**src/rtl/wg_host_arbiter.sv**
```systemverilog
// -----------------------------------------------------------------------------
// wg_host_arbiter
// Two-requester round-robin arbiter that offers one workgroup at a time to the
// inflight WG buffer and tracks how many issued workgroups are still running.
//
// Ports
//   clk, rst                          clock, asynchronous active-high reset
//   req_valid[1:0]                    per-requester workgroup pending
//   req_wg_id / req_num_wf / req_desc per-requester payload, requester i in slice i
//   req_ack[1:0]                      one-cycle one-hot pulse: payload i captured
//   host_wg_valid                     workgroup offered to the inflight buffer
//   host_wg_id / host_num_wf / host_desc  offered payload
//   inflight_wg_buffer_host_rcvd_ack  buffer accepted the offered workgroup
//   wg_done                           one-cycle pulse: an issued workgroup completed
//   inflight_count                    issued-but-not-completed workgroups
//   underflow_err                     sticky: wg_done seen with nothing in flight
//
// Optional feature (macro WG_HOST_ARBITER_STATS_EN):
//   grant_cnt0 / grant_cnt1           16-bit wrapping grant counters per requester
// -----------------------------------------------------------------------------
module wg_host_arbiter #(
    parameter int unsigned WG_ID_WIDTH    = 6,
    parameter int unsigned WF_COUNT_WIDTH = 4,
    parameter int unsigned DESC_WIDTH     = 64,
    parameter int unsigned MAX_INFLIGHT   = 8,
    localparam int unsigned CNT_W         = $clog2(MAX_INFLIGHT + 1)
) (
    input  logic                        clk,
    input  logic                        rst,
    input  logic [1:0]                  req_valid,
    input  logic [2*WG_ID_WIDTH-1:0]    req_wg_id,
    input  logic [2*WF_COUNT_WIDTH-1:0] req_num_wf,
    input  logic [2*DESC_WIDTH-1:0]     req_desc,
    output logic [1:0]                  req_ack,
    output logic                        host_wg_valid,
    output logic [WG_ID_WIDTH-1:0]      host_wg_id,
    output logic [WF_COUNT_WIDTH-1:0]   host_num_wf,
    output logic [DESC_WIDTH-1:0]       host_desc,
    input  logic                        inflight_wg_buffer_host_rcvd_ack,
    input  logic                        wg_done,
    output logic [CNT_W-1:0]            inflight_count,
    output logic                        underflow_err
`ifdef WG_HOST_ARBITER_STATS_EN
    ,
    output logic [15:0]                 grant_cnt0,
    output logic [15:0]                 grant_cnt1
`endif
);

    localparam logic [CNT_W-1:0] CNT_MAX = CNT_W'(MAX_INFLIGHT);

    typedef enum logic [1:0] {
        IDLE  = 2'd0,
        ISSUE = 2'd1,
        GAP   = 2'd2
    } state_t;

    typedef struct packed {
        logic [WG_ID_WIDTH-1:0]    wg_id;
        logic [WF_COUNT_WIDTH-1:0] num_wf;
        logic [DESC_WIDTH-1:0]     desc;
    } payload_t;

    state_t            state_q, state_d;
    payload_t          pl_q, pl_d, sel_pl;
    logic              last_grant_q, last_grant_d;
    logic [1:0]        req_ack_d;
    logic              host_wg_valid_d;
    logic [CNT_W-1:0]  count_d;
    logic              underflow_d;
    logic              can_grant;
    logic              winner;
    logic              accept;
    logic              inc;

    // Eligibility and round-robin winner (tie goes to the one not granted last)
    assign can_grant = (|req_valid) && (inflight_count < CNT_MAX);
    assign winner    = (&req_valid) ? ~last_grant_q : req_valid[1];

    // Acceptance only counts while an offer is actually outstanding
    assign accept    = host_wg_valid && inflight_wg_buffer_host_rcvd_ack;
    assign inc       = (state_q == ISSUE) && accept;

    // Winner's payload slice
    always_comb begin
        if (winner) begin
            sel_pl = {req_wg_id[2*WG_ID_WIDTH-1:WG_ID_WIDTH],
                      req_num_wf[2*WF_COUNT_WIDTH-1:WF_COUNT_WIDTH],
                      req_desc[2*DESC_WIDTH-1:DESC_WIDTH]};
        end else begin
            sel_pl = {req_wg_id[WG_ID_WIDTH-1:0],
                      req_num_wf[WF_COUNT_WIDTH-1:0],
                      req_desc[DESC_WIDTH-1:0]};
        end
    end

    // State and output registers
    always_ff @(posedge clk or posedge rst) begin
        if (rst) begin
            state_q        <= IDLE;
            pl_q           <= '0;
            last_grant_q   <= 1'b1;
            req_ack        <= 2'b00;
            host_wg_valid  <= 1'b0;
            inflight_count <= '0;
            underflow_err  <= 1'b0;
        end else begin
            state_q        <= state_d;
            pl_q           <= pl_d;
            last_grant_q   <= last_grant_d;
            req_ack        <= req_ack_d;
            host_wg_valid  <= host_wg_valid_d;
            inflight_count <= count_d;
            underflow_err  <= underflow_d;
        end
    end

    // Next-state logic
    always_comb begin
        state_d = state_q;
        case (state_q)
            IDLE:    if (can_grant) state_d = ISSUE;
            ISSUE:   if (accept)    state_d = GAP;
            GAP:                    state_d = IDLE;
            default:                state_d = IDLE;
        endcase
    end

    // Next values of the registered outputs
    always_comb begin
        req_ack_d       = 2'b00;
        host_wg_valid_d = host_wg_valid;
        pl_d            = pl_q;
        last_grant_d    = last_grant_q;
        case (state_q)
            IDLE: begin
                if (can_grant) begin
                    req_ack_d       = winner ? 2'b10 : 2'b01;
                    host_wg_valid_d = 1'b1;
                    pl_d            = sel_pl;
                    last_grant_d    = winner;
                end
            end
            ISSUE: begin
                if (accept) host_wg_valid_d = 1'b0;
            end
            GAP: begin
                host_wg_valid_d = 1'b0;
            end
            default: begin
                host_wg_valid_d = 1'b0;
            end
        endcase
    end

    // In-flight counter: simultaneous issue and completion cancel out
    always_comb begin
        count_d     = inflight_count;
        underflow_d = underflow_err;
        if (inc && !wg_done) begin
            count_d = inflight_count + CNT_W'(1);
        end else if (!inc && wg_done) begin
            if (inflight_count == '0) begin
                underflow_d = 1'b1;
            end else begin
                count_d = inflight_count - CNT_W'(1);
            end
        end
    end

    assign host_wg_id  = pl_q.wg_id;
    assign host_num_wf = pl_q.num_wf;
    assign host_desc   = pl_q.desc;

`ifdef WG_HOST_ARBITER_STATS_EN
    // Per-requester grant counters, bumped on the same edge as req_ack rises
    always_ff @(posedge clk or posedge rst) begin
        if (rst) begin
            grant_cnt0 <= 16'h0000;
            grant_cnt1 <= 16'h0000;
        end else begin
            grant_cnt0 <= grant_cnt0 + 16'(req_ack_d[0]);
            grant_cnt1 <= grant_cnt1 + 16'(req_ack_d[1]);
        end
    end
`endif

endmodule

```
**config.mk**
```make
export PLATFORM = sky130hd
export DESIGN_NAME = wg_host_arbiter
export DESIGN_NICKNAME = d
export VERILOG_FILES = /design/src/rtl/wg_host_arbiter.sv
export SDC_FILE = /design/constraint.sdc
export NUM_CORES = 1
export LEC_CHECK = 0
export ABC_AREA = 0
export CAP_MARGIN = 20
export CORE_UTILIZATION = 36
export DETAILED_ROUTE_END_ITERATION = 8
export PLACE_DENSITY = 0.92
export SLEW_MARGIN = 10
export SYNTH_ARGS = -nofsm -noshare
export SYNTH_HDL_FRONTEND = slang
export SYNTH_SLANG_ARGS = --single-unit
```
**constraint.sdc**
```tcl
create_clock -name clk -period 3.55 [get_ports clk]
set_input_delay 0.71 -clock clk [delete_from_list [all_inputs] [get_ports clk]]
set_output_delay 0.71 -clock clk [all_outputs]
set_load 0.02 [all_outputs]
```
[Yosys cells after proc, flatten, opt, wreduce, memory -nomap -nowiden]
Cells that the tools add are included.
Word-level totals
  bits of input ports: 154
  register bits after elaboration: 85
  logic and storage cells: 48
  output and inout port bits: 82
Operators by class
  equal/unequal tests: 4
  add/sub/neg operators: 2
  mux-type cells: 14
  bitwise gates (word level): 2
  magnitude comparators: 1
  reductions and logical operators: 16
Operators by type and width (number)
  2-to-1 mux 74 bit: 1
  2-to-1 mux 4 bit: 3
  2-to-1 mux 2 bit: 5
  AND reduction 2 bit: 4
  inequality test 2 bit (second input constant): 3
  logical AND 1 bit: 5
  adder 4 x 1 -> 4 bit (second input constant): 1
  zero test 4 bit: 1
  less-than comparator 4 bit (second input constant): 1
  one-hot mux 2 bit (2 select lines): 1
  subtractor 4 x 1 -> 4 bit (second input constant): 1
  2-to-1 mux 1 bit: 3
  AND reduction 3 bit: 1
  equality test 2 x 1 -> 1 bit (second input constant): 1
  zero test 1 bit: 2
  zero test 2 bit: 1
  NOT 1 bit: 2
  one-hot mux 1 bit (2 select lines): 1
  nonzero test 2 bit: 1
  OR reduction 2 bit: 1

[Longest topological paths before layout]
  depth after elaboration: 6
  depth in mapped cells: 10
  depth with buffers taken out: 10

[Worst setup path after synthesis]
OpenSTA, ideal clock, no wires.
  path kind: input to register
  start: input port inflight_wg_buffer_host_rcvd_ack
  end: register inflight_count[3]
  setup time: 121 ps
  path buffers: 0
  required time: 3429 ps
  arrival time: 2338 ps
  path slack: 1091 ps
  stages on the path: 10
  path through: inv_1 or2_2 inv_1 ha_1 inv_1 ha_1 a21o_1 a21oi_1 mux2i_1 a22o_1
On the way
  cells in the longest elaborated chain, start to end: 6
  elaborated cells between the ends (all ways): 9
  classes of those cells: 1 x eq/ne; 1 x mux; 7 x reduce/logical
RTL lines
  from (decl): RTL line 39  | input logic inflight_wg_buffer_host_rcvd_ack,
  logical AND 1 bit *: RTL line 81  | assign accept = host_wg_valid && inflight_wg_buffer_host_rcvd_ack;
  logical AND 1 bit *: RTL line 82  | assign inc = (state_q == ISSUE) && accept;
  zero test 1 bit: RTL line 162  | end else if (!inc && wg_done) begin
  logical AND 1 bit: RTL line 162
  nonzero test 2 bit (no source line)
  AND reduction 2 bit (no source line)
  to (signal assigned): RTL line 113  | inflight_count <= count_d;
  to (decl): RTL line 41  | output logic [CNT_W-1:0] inflight_count,
Mark *: on every way between the ends. The rest lies on a longest branch, timed or not.
A chain may end at the register's enable or synchronous reset.

[Worst setup path in the final report]
Ends and elaborated chain as after synthesis.

==> out/qor.txt <==
Worst-path clk slew -> 80 ps
leading area contributor after synthesis -> dfrtp_1
worst hold path class -> reg2reg
met1 usage -> 26.3%
fmax -> 352 MHz
worst-margin pin slew -> 859 ps
Synth Instances -> 298
CTS Hold Bufs -> 0
TritonRoute pass-1 iters -> 9
Post-CTS Setup Repair Bufs -> 0
Final min period -> 2840 ps
final setup fails -> 0
asr flop ratio synth -> 100%
max-cap check violation count -> 0
met2 Use GR -> 40.1%
Worst path slowest cell -> clkdlybuf4s50_1
largest net degree at the start of global routing -> 85
Total GRT Usage -> 22.6%
die area -> 10,300 sq um
fin crit share -> 79.9%
clk sinks -> 84
post-detail-place hpwl -> 8.57 mm
Startpoint Class -> primary input
iteration-0 DRC count of the detailed router -> 402
top post-synthesis cells by count -> dfrtp_1 (83), inv_1 (81), a222oi_1 (74)
clock skew -> 13.4 ps
CP Data Arrival Time -> 3110 ps
RSZ-0062 raised after global routing -> false
yosys warns -> 0
Vias per Instance -> 5.35
Sw Pwr -> 2110 uW
final wirelength -> 11.8 mm
Mapped Nets -> 457
CTS Buf Count -> 9
setup TNS -> 0 ps
Worst path most repeated cell -> inv_1
worst setup path class -> in2reg
antenna viol nets, final -> 0
diode count -> 0
Post-synth EDFFs -> 0
fin util -> 66.4%
Net Sw Frac -> 39.0%
FF+latch area -> 2100 sq um
post-route cell area -> 6220 sq um
H-tree depth -> 3
core area -> 9370 sq um
Placer Congestion -> 0.784
top cells by area, synth -> dfrtp_1 (59%), a222oi_1 (21%), inv_1 (8.6%)
Port Buf Inserts -> 235
main flop type after synthesis -> dfrtp_1
Comb pwr share -> 53.3%
CTS tree -> done
Worst setup EP type -> flop
layout cells sized above 1 -> 5.12%
maximum fanout along the worst path -> 6
P_leak -> 0.00294 uW
clock tree buffer depth -> 2
number of distinct library cells after synthesis -> 29
post-cts sizing count -> 0
Worst path max stage delay -> 470 ps
post-synthesis sequential area ratio -> 59.3%
Internal Power -> 3290 uW
Hold WS -> 482 ps
Via Count -> 3,509
GRT Residual Overflow -> 0
pwr/cell area -> 867 nW/um^2
Starting Density -> 37.9%
area grow syn2layout -> 75.5%
drt drc -> 0
initial antenna violation count -> 0
root buf cell -> clkbuf_8
overall die height -> 101 microns
I/O Pins -> 236
crit path cell chain -> clkdlybuf4s50_1 > inv_1 > or2_2 > inv_1 > ha_1 > inv_1 > ha_1 > a21o_1 > a21oi_1 > mux2i_1 > a22o_1
met3 GRT Util -> 5.31%
clk_lat worst skew -> 340 ps
Worst slew margin -> 42.5%
outcome -> finished, final reports clean
Die Wd -> 101 microns
fin. max-slew vios -> 0
most frequent cell after synthesis -> dfrtp_1
Hold Vio Cnt, Final -> 0
area fraction of the dominant cell type after synthesis -> 58.6%
synthesized area -> 3550 sq um
Req. time, crit path -> 3820 ps
Seq cells post-synth -> 84
Post-DP Area -> 5990 sq um
first-pass GRT wire length -> 17.7 mm
gr busiest metal -> met2
number of filler cells placed in the layout -> 729
Core Rows -> 35
Avg Cell Area, Syn -> 11.9 sq um
nets@finish -> 682
Wirelength per Cell -> 18.0 microns
Clk network pwr share -> 15.0%
Max VDD drop -> 0.532 mV
number of global-route vias before repair -> 3,525
power share of the sequential group -> 31.7%
footprint of the multi-input gates -> 1010 sq um
## final timing paths
kind	startpoint	endpoint	slack, ps	cells after the start
max in group asynchronous	rst	last_grant_q$_DFFE_PP1P_	2380	3
min in group asynchronous	rst	host_desc[7]$_DFFE_PP0P_	790	3
worst max register to register	state_q[1]$_DFFE_PP0P_	inflight_count[3]$_DFFE_PP0P_	1060	10
worst min-delay path	last_grant_q$_DFFE_PP1P_	last_grant_q$_DFFE_PP1P_	480	2
worst min register to register	last_grant_q$_DFFE_PP1P_	last_grant_q$_DFFE_PP1P_	480	2
worst max-delay path	inflight_wg_buffer_host_rcvd_ack	inflight_count[3]$_DFFE_PP0P_	710	11
## metrics by stage
stage	instances	total power, uW	setup slack [ps]
after floorplan	298	3250	677
after global placement	641	4480	554
after detailed placement	641	4620	394
after CTS	656	5430	762
after global routing	656	5730	560
final	656	5390	712
## registers in the layout, indices dropped and copies added, names as in the netlist
register        cells
host_desc          64
host_wg_id          6
host_num_wf         4
inflight_count      4
req_ack             2
state_q             2
last_grant_q        1
underflow_err       1
## critical path, delay by kind of cell
family / cells / cell delay (ps)
buffers and inverters: 4 / 690
AND/OR/NAND/NOR: 1 / 320
AO/OA/AOI/OAI: 3 / 620
adder cells (fa/ha/maj): 2 / 480
multiplexers: 1 / 290
## metal layers
layer  vias to the layer above  share of wire [%]
met2                       190                 53
met5                         -                  0
li1                       1566                  -
met3                        24                7.9
met4                         0                2.4
met1                      1729                 37
## power by group through the flow
| stage | clock network (uW) | logic, uW | registers, uW |
|---|---|---|---|
| 2_1_floorplan | 0 | 1030 | 2220 |
| 3_3_place_gp | 0 | 2790 | 1690 |
| 3_5_place_dp | 0 | 2890 | 1720 |
| 4_1_cts | 826 | 2900 | 1710 |
| 5_1_grt | 864 | 3100 | 1760 |
| 6_report | 810 | 2870 | 1710 |
## layout by cell type (no fill, tap or decap), types with 2 or more instances in the layout
| cell type | synthesis | final |
|---|---|---|
| clkdlybuf4s50_1 | 0 | 235 |
| dfrtp_1 | 83 | 83 |
| inv_1 | 81 | 80 |
| a222oi_1 | 74 | 74 |
| clkbuf_8 | 0 | 9 |
| nor2_1 | 5 | 5 |
| ha_1 | 4 | 4 |
| nand2_1 | 3 | 3 |
| bufinv_16 | 0 | 3 |
| nand2b_1 | 2 | 2 |
| clkinv_2 | 0 | 2 |
| a21oi_1 | 2 | 2 |
| a21o_1 | 2 | 2 |
| mux2i_1 | 2 | 2 |
| buf_4 | 1 | 2 |
| buf_12 | 0 | 2 |
## kinds of logic after synthesis
logic type,count (synthesis),share of synthesized area [%]
XOR/XNOR,2,0.494
adder cells (fa/ha/maj),5,1.98
buffers and inverters,106,12.6
multiplexers,3,0.882
AO/OA/AOI/OAI,82,22.3
flip-flops,84,59.3
AND/OR/NAND/NOR,16,2.47
## area by class of cell
type | instances | area share [%]
timing repair buffer | 239 | 38.7
clock buffer | 9 | 1.99
clock inverter | 6 | 1.81
sequential | 84 | 33.8
inverter | 81 | 4.90
multi-input combinational | 108 | 16.2
tap | 129 | 2.59
No activity file was read; power rests on OpenSTA's default activity.
